--- src/rtl/mem_access_pkg.sv ---
// rtl/mem_access_pkg.sv - shared types, funct3 codes and access classification for mem_access_unit
package mem_access_pkg;

    typedef enum logic [1:0] {
        IDLE = 2'd0,
        REQ  = 2'd1,
        WAIT = 2'd2
    } state_e;

    localparam logic [2:0] F3_B  = 3'b000;
    localparam logic [2:0] F3_H  = 3'b001;
    localparam logic [2:0] F3_W  = 3'b010;
    localparam logic [2:0] F3_BU = 3'b100;
    localparam logic [2:0] F3_HU = 3'b101;

    typedef enum logic [1:0] {
        FLT_NONE     = 2'b00,
        FLT_MISALIGN = 2'b01,
        FLT_SIZE     = 2'b10,
        FLT_TIMEOUT  = 2'b11
    } fault_e;

    // Size legality is decided before alignment, so an illegal size never reports misalign.
    function automatic fault_e classify(input logic rd, input logic wr,
                                        input logic [2:0] f3, input logic [1:0] off);
        logic size_ok;
        size_ok = 1'b0;
        if (rd && !wr)
            size_ok = (f3 == F3_B) || (f3 == F3_H) || (f3 == F3_W) ||
                      (f3 == F3_BU) || (f3 == F3_HU);
        else if (wr && !rd)
            size_ok = (f3 == F3_B) || (f3 == F3_H) || (f3 == F3_W);
        if (!size_ok)
            return FLT_SIZE;
        if ((f3[1:0] == 2'b01) && off[0])
            return FLT_MISALIGN;
        if ((f3[1:0] == 2'b10) && (off != 2'b00))
            return FLT_MISALIGN;
        return FLT_NONE;
    endfunction

endpackage

--- src/rtl/mem_lane_align.sv ---
// rtl/mem_lane_align.sv - store byte-lane steering and load extraction/extension
module mem_lane_align
    import mem_access_pkg::*;
(
    input  logic [1:0]  i_st_size,
    input  logic [1:0]  i_st_off,
    input  logic [31:0] i_st_data,
    output logic [3:0]  o_be,
    output logic [31:0] o_wdata,
    input  logic [2:0]  i_ld_funct3,
    input  logic [1:0]  i_ld_off,
    input  logic [31:0] i_rdata,
    output logic [31:0] o_ld_data
);

    logic [7:0]  w_byte;
    logic [15:0] w_half;

    always_comb begin
        o_be    = 4'b1111;
        o_wdata = i_st_data;
        case (i_st_size)
            2'b00: begin
                o_be    = 4'b0001 << i_st_off;
                o_wdata = {4{i_st_data[7:0]}};
            end
            2'b01: begin
                o_be    = 4'b0011 << i_st_off;
                o_wdata = {2{i_st_data[15:0]}};
            end
            default: ;
        endcase
    end

    assign w_byte = i_rdata[{i_ld_off, 3'b000} +: 8];
    assign w_half = i_ld_off[1] ? i_rdata[31:16] : i_rdata[15:0];

    always_comb begin
        o_ld_data = i_rdata;
        case (i_ld_funct3)
            F3_B:    o_ld_data = {{24{w_byte[7]}}, w_byte};
            F3_BU:   o_ld_data = {24'h0, w_byte};
            F3_H:    o_ld_data = {{16{w_half[15]}}, w_half};
            F3_HU:   o_ld_data = {16'h0, w_half};
            default: o_ld_data = i_rdata;
        endcase
    end

endmodule

--- src/rtl/mem_access_unit.sv ---
// rtl/mem_access_unit.sv - variable-latency MEM stage: request/grant/response bus master with stall and watchdog
module mem_access_unit
    import mem_access_pkg::*;
#(
    parameter int ADDR_WIDTH = 32,
    parameter int DATA_WIDTH = 32,
    parameter int TIMEOUT    = 16,
    parameter int TO_W       = $clog2(TIMEOUT + 1)
) (
    input  logic                  clk,
    input  logic                  rst_n,
    input  logic                  ex_mem_valid,
    input  logic [ADDR_WIDTH-1:0] ex_mem_alu_result,
    input  logic [DATA_WIDTH-1:0] ex_mem_rs2_data,
    input  logic                  ex_mem_MemRead,
    input  logic                  ex_mem_MemWrite,
    input  logic [2:0]            ex_mem_funct3,
    output logic                  mem_stall,
    output logic                  mem_out_valid,
    output logic [DATA_WIDTH-1:0] mem_read_data,
    output logic [ADDR_WIDTH-1:0] mem_alu_result,
    output logic [1:0]            mem_fault,
    output logic                  dbus_req,
    output logic                  dbus_we,
    output logic [ADDR_WIDTH-1:0] dbus_addr,
    output logic [DATA_WIDTH-1:0] dbus_wdata,
    output logic [3:0]            dbus_be,
    input  logic                  dbus_gnt,
    input  logic                  dbus_rvalid,
    input  logic [DATA_WIDTH-1:0] dbus_rdata
);

    if (DATA_WIDTH != 32) begin : g_bad_data_width
        $error("mem_access_unit: DATA_WIDTH must be 32");
    end
    if (TIMEOUT < 2) begin : g_bad_timeout
        $error("mem_access_unit: TIMEOUT must be at least 2");
    end

    state_e                r_state;
    state_e                w_next;
    logic [ADDR_WIDTH-1:2] r_addr;
    logic                  r_we;
    logic [31:0]           r_wdata;
    logic [3:0]            r_be;
    logic [2:0]            r_funct3;
    logic [1:0]            r_off;
    logic [TO_W-1:0]       r_wdog;

    logic                  w_is_mem;
    fault_e                w_chk;
    logic                  w_start;
    logic                  w_busy;
    logic                  w_timeout;
    logic [1:0]            w_off;
    logic [3:0]            w_be;
    logic [31:0]           w_wdata;
    logic [31:0]           w_ld_data;

    assign w_off    = ex_mem_alu_result[1:0];
    assign w_is_mem = ex_mem_MemRead | ex_mem_MemWrite;
    assign w_chk    = classify(ex_mem_MemRead, ex_mem_MemWrite, ex_mem_funct3, w_off);
    assign w_start  = (r_state == IDLE) && ex_mem_valid && w_is_mem && (w_chk == FLT_NONE);
    assign w_busy   = (r_state == REQ) || (r_state == WAIT);
    // r_wdog holds the cycles already spent busy, so this is the TIMEOUT-th busy cycle.
    assign w_timeout = w_busy && (r_wdog == TO_W'(TIMEOUT - 1));

    mem_lane_align u_lane_align (
        .i_st_size   (ex_mem_funct3[1:0]),
        .i_st_off    (w_off),
        .i_st_data   (ex_mem_rs2_data),
        .o_be        (w_be),
        .o_wdata     (w_wdata),
        .i_ld_funct3 (r_funct3),
        .i_ld_off    (r_off),
        .i_rdata     (dbus_rdata),
        .o_ld_data   (w_ld_data)
    );

    assign dbus_req       = (r_state == REQ) && !w_timeout;
    assign dbus_we        = r_we;
    assign dbus_addr      = {r_addr, 2'b00};
    assign dbus_wdata     = r_wdata;
    assign dbus_be        = r_be;
    assign mem_alu_result = ex_mem_alu_result;

    always_comb begin
        w_next        = r_state;
        mem_stall     = 1'b0;
        mem_out_valid = 1'b0;
        mem_read_data = '0;
        mem_fault     = FLT_NONE;
        case (r_state)
            IDLE: begin
                if (ex_mem_valid) begin
                    if (!w_is_mem) begin
                        mem_out_valid = 1'b1;
                    end else if (w_chk != FLT_NONE) begin
                        mem_out_valid = 1'b1;
                        mem_fault     = w_chk;
                    end else begin
                        mem_stall = 1'b1;
                        w_next    = REQ;
                    end
                end
            end
            REQ: begin
                if (w_timeout) begin
                    w_next        = IDLE;
                    mem_out_valid = 1'b1;
                    mem_fault     = FLT_TIMEOUT;
                end else begin
                    mem_stall = 1'b1;
                    if (dbus_gnt)
                        w_next = WAIT;
                end
            end
            WAIT: begin
                // A response arriving on the last allowed cycle still wins over the abort.
                if (dbus_rvalid) begin
                    w_next        = IDLE;
                    mem_out_valid = 1'b1;
                    mem_read_data = w_ld_data;
                end else if (w_timeout) begin
                    w_next        = IDLE;
                    mem_out_valid = 1'b1;
                    mem_fault     = FLT_TIMEOUT;
                end else begin
                    mem_stall = 1'b1;
                end
            end
            default: w_next = IDLE;
        endcase
    end

    always_ff @(posedge clk or negedge rst_n) begin
        if (!rst_n) begin
            r_state  <= IDLE;
            r_addr   <= '0;
            r_we     <= 1'b0;
            r_wdata  <= '0;
            r_be     <= '0;
            r_funct3 <= '0;
            r_off    <= '0;
            r_wdog   <= '0;
        end else begin
            r_state <= w_next;
            if (w_start) begin
                r_addr   <= ex_mem_alu_result[ADDR_WIDTH-1:2];
                r_we     <= ex_mem_MemWrite;
                r_wdata  <= ex_mem_MemWrite ? w_wdata : 32'h0;
                r_be     <= ex_mem_MemWrite ? w_be : 4'b1111;
                r_funct3 <= ex_mem_funct3;
                r_off    <= w_off;
                r_wdog   <= '0;
            end else if (w_busy) begin
                r_wdog <= r_wdog + TO_W'(1);
            end
        end
    end

endmodule

--- config.mk ---
export PLATFORM = sky130hd
export DESIGN_NAME = mem_access_unit
export DESIGN_NICKNAME = d
export VERILOG_FILES = /design/src/rtl/mem_access_pkg.sv /design/src/rtl/mem_lane_align.sv /design/src/rtl/mem_access_unit.sv
export SDC_FILE = /design/constraint.sdc
export NUM_CORES = 1
export LEC_CHECK = 0
export BUFFER_PORTS_ARGS = -buffer_cell sky130_fd_sc_hd__clkbuf_2
export CORE_MARGIN = 2
export CORE_UTILIZATION = 35
export DETAILED_ROUTE_END_ITERATION = 12
export GPL_TIMING_DRIVEN = 0
export PLACE_DENSITY_LB_ADDON = 0.1
export SLEW_MARGIN = 20
export SYNTH_ARGS = -nofsm -noshare
export SYNTH_HDL_FRONTEND = slang
export SYNTH_SLANG_ARGS = --single-unit
--- constraint.sdc ---
create_clock -name clk -period 2.8 [get_ports clk]
set_clock_uncertainty 0.2 [all_clocks]
set_input_delay 0.42 -clock clk [delete_from_list [all_inputs] [get_ports clk]]
set_output_delay 0.42 -clock clk [all_outputs]
set_load 0.05 [all_outputs]
==> flow_summary.ini <==
[global_routing]
first_global_vias = 4545
antenna_found_initial = 0
grt_max_degree = 44
grtUsageTotal = 0.191
overflow = 0
grt_pass1_wl_um = 22200

[synth]
syn_area_per_cell_um2 = 10.1
synth-seq-cells = 79
netlist_area_um2 = 4830
yosysTopAreaCell = dfrtp_1
yosys_warnings = 0
synthArstFlopShare = 1.00
synth.distinct_cells = 46
synth_top_area_frac = 0.409
ys_seq_area_frac = 0.409
synth_cells = 478
synth_top_flop_cell = dfrtp_1
synthTopCellsByArea = dfrtp_1 (41%), mux2_2 (15%), mux2i_1 (7.3%)
synth-edff-count = 0

[floorplan]
io_pins = 244
die_y_um = 121
start_util = 0.362
fp.coreArea_um2 = 13300
rows = 42
dieArea_um2 = 14800
die_x_um = 121

[critical_path]
cp.arrival_ns = 2.19
crit_family = compound AO/OA/AOI/OAI gates
rr_worst_depth = 9
worst-path-stages = 6
crit_chain = mux4_2, nand2b_4, a2111oi_4, buf_4, a21o_1, buf_8
cp.required_ns = 2.18
cp.buffers_inverters = 2
start_kind = register
rr_endpoint = r_addr[18]
rrSetupSlack_ns = 0.19
r2r_start = r_state[0]
crit_type = reg -> out
slowest_delay_ns = 0.47
setup.worst_path.start = r_off[1]
crit_slowest_cell = a2111oi_4
setup.worst_path.end = mem_read_data[17]
worst_setup_path_end_kind = output pin
cp_max_fo = 6

[timing]
tightest_slew_ns = 0.557
rsz0062_at_grt = yes
finalCritPeriodShare = 1.00
setup_ws_ns = -0.00607
maxSlewViolCount = 0
tns_ns = -0.00827
period_needed_ns = 2.81
clock.fmax_ghz = 0.356
hold_viol = 0
final-setup-viol-count = 3
slew_headroom = 0.629

[job]
cap_violations = 0

[layout]
n_fill_cell = 1314
area_growth_pct = 41.3
n_antenna_cell = 0
mostFrequentLayoutCell = clkbuf_2
fin_nets = 847
layout_common_cells = clkbuf_2 (220), dfrtp_1 (79), mux2_2 (64)
final_util = 0.511
layoutNonFillerInstCount = 916
drive_gt1_frac = 0.536
ff_latch_area_um2 = 1980
multi_input_area_um2 = 2380

[outcome]
violations = setup timing
outcome = finished, violations left

[drt]
drc = 0
ant_nets = 0
wl_per_cell_um = 15.3
vias_per_cell = 4.88
drtPass1Iterations = 5
drt_iter0_drc = 195
wirelength_um = 14000
num_vias = 4469

[clock_network]
cts_tree = yes
clock_path_buffers = 2
h-tree-depth = 3
cts_root_buffer = clkbuf_16
clock_sinks = 79
numCtsBuffers = 9
clk_pin_slew_ns = 0.06
insertion_delay_ns = 0.34

[placed_design]
pre_cts_ws_ns = 0.0539
numPortBuffers = 241
hpwl_um = 11100
gp_congestion = 0.839
place_inst = 897

[pwr]
power_density_nw_per_um2 = 1160
vdd_ir_drop_max_mv = 0.660
p_leak_uw = 0.00358

[worst_hold_path]
hp-class = in -> reg
==> cell type report <==
type | count | share of cell area
buffer | 61 | 0.0585
clock buffer | 10 | 0.0350
clock inverter | 6 | 0.00642
inverter | 30 | 0.0165
multi-input combinational | 306 | 0.349
sequential | 79 | 0.290
tap | 176 | 0.0323
timing repair buffer | 248 | 0.212
==> registers in the layout, summed over array words and instances (netlist names) <==
name / count
r_off: 2
dbus_be: 4
r_addr: 30
r_wdog: 5
r_state: 2
dbus_wdata: 32
r_funct3: 3
dbus_we: 1
==> worst reg2reg max path, stage by stage (launching register included) <==
cell      delay, ns
dfrtp_1        0.42
inv_1          0.10
ha_2           0.22
o211a_1        0.16
and3_1         0.21
nor2b_1        0.14
clkbuf_1       0.27
buf_4          0.26
buf_6          0.18
mux2_2         0.35
==> synthesized netlist by cell type, types with 2 or more instances <==
library cell  instances
a2111oi_0             2
mux4_2                2
o221a_2               6
dfrtp_1              79
o21ai_0              35
buf_6                 3
xor2_1                3
nand2b_1              2
ha_1                  6
and3_1                2
clkbuf_1             16
a211oi_1              3
inv_1                30
a21o_1               16
a21boi_0              8
a21oi_1              16
buf_4                37
nor2_1               17
o211ai_1              2
nand2_1              46
a31oi_1               7
mux2i_1              35
mux2_2               64
nor2b_1              13
buf_2                 7
==> cells by family after synthesis <==
| group | count (synthesis) | synth area share |
|---|---|---|
| compound gates | 104 | 0.144 |
| buf+inv | 94 | 0.108 |
| other cells | 1 | 0.000777 |
| xor+xnor | 4 | 0.00726 |
| flops | 79 | 0.409 |
| mux | 101 | 0.231 |
| simple gates | 89 | 0.0837 |
| fa+ha+maj | 6 | 0.0155 |
==> metrics by stage <==
step / hold WS (ns) / area (µm²) / power [µW]
after global routing: 0.112 / 6820 / 8350
after global placement: 0.288 / 6270 / 6580
after CTS: 0.112 / 6800 / 7950
after detailed placement: 0.266 / 6290 / 6660
final: 0.122 / 6820 / 7910
after floorplan: -0.0756 / 4840 / 5540
==> timing repair <==
item                                    in CTS  in global routing
hold endpoints to repair                    36                  0
buffers inserted                             4                  0
gates resized for setup                     46                 32
pin swaps                                    1                  1
endpoints found under the setup margin      33                 38
hold buffers                                 1                  0
gates cloned                                 1                  0
==> per-layer routing <==
layer	global-route usage	vias to the layer above	part of all wire
li1	-	2142	-
met4	0.0532	0	0.011
met5	0	-	0
met1	0.228	2157	0.41
met2	0.334	154	0.51
met3	0.0536	16	0.071
==> worst min path at each step <==
stage                                      from       endpoint  slack [ns]  depth (start not counted)
after global placement               r_addr[16]     r_addr[16]        0.29                          1
after global routing      ex_mem_alu_result[15]     r_addr[15]        0.11                          2
after detailed placement                  rst_n  dbus_wdata[4]        0.27                          1
final                     ex_mem_alu_result[31]     r_addr[31]        0.12                          2
after floorplan                           rst_n     dbus_be[0]       -0.08                          0
after CTS                 ex_mem_alu_result[31]     r_addr[31]        0.11                          2
==> where the power goes <==
| group | internal (µW) | total (µW) | leakage, µW | switching, µW |
|---|---|---|---|---|
| combinational | 1400 | 4750 | 0.00247 | 3360 |
| sequential | 1700 | 2050 | 0.000974 | 351 |
| clock | 627 | 1110 | 0.000139 | 480 |
(Power assumes the default switching activity.)
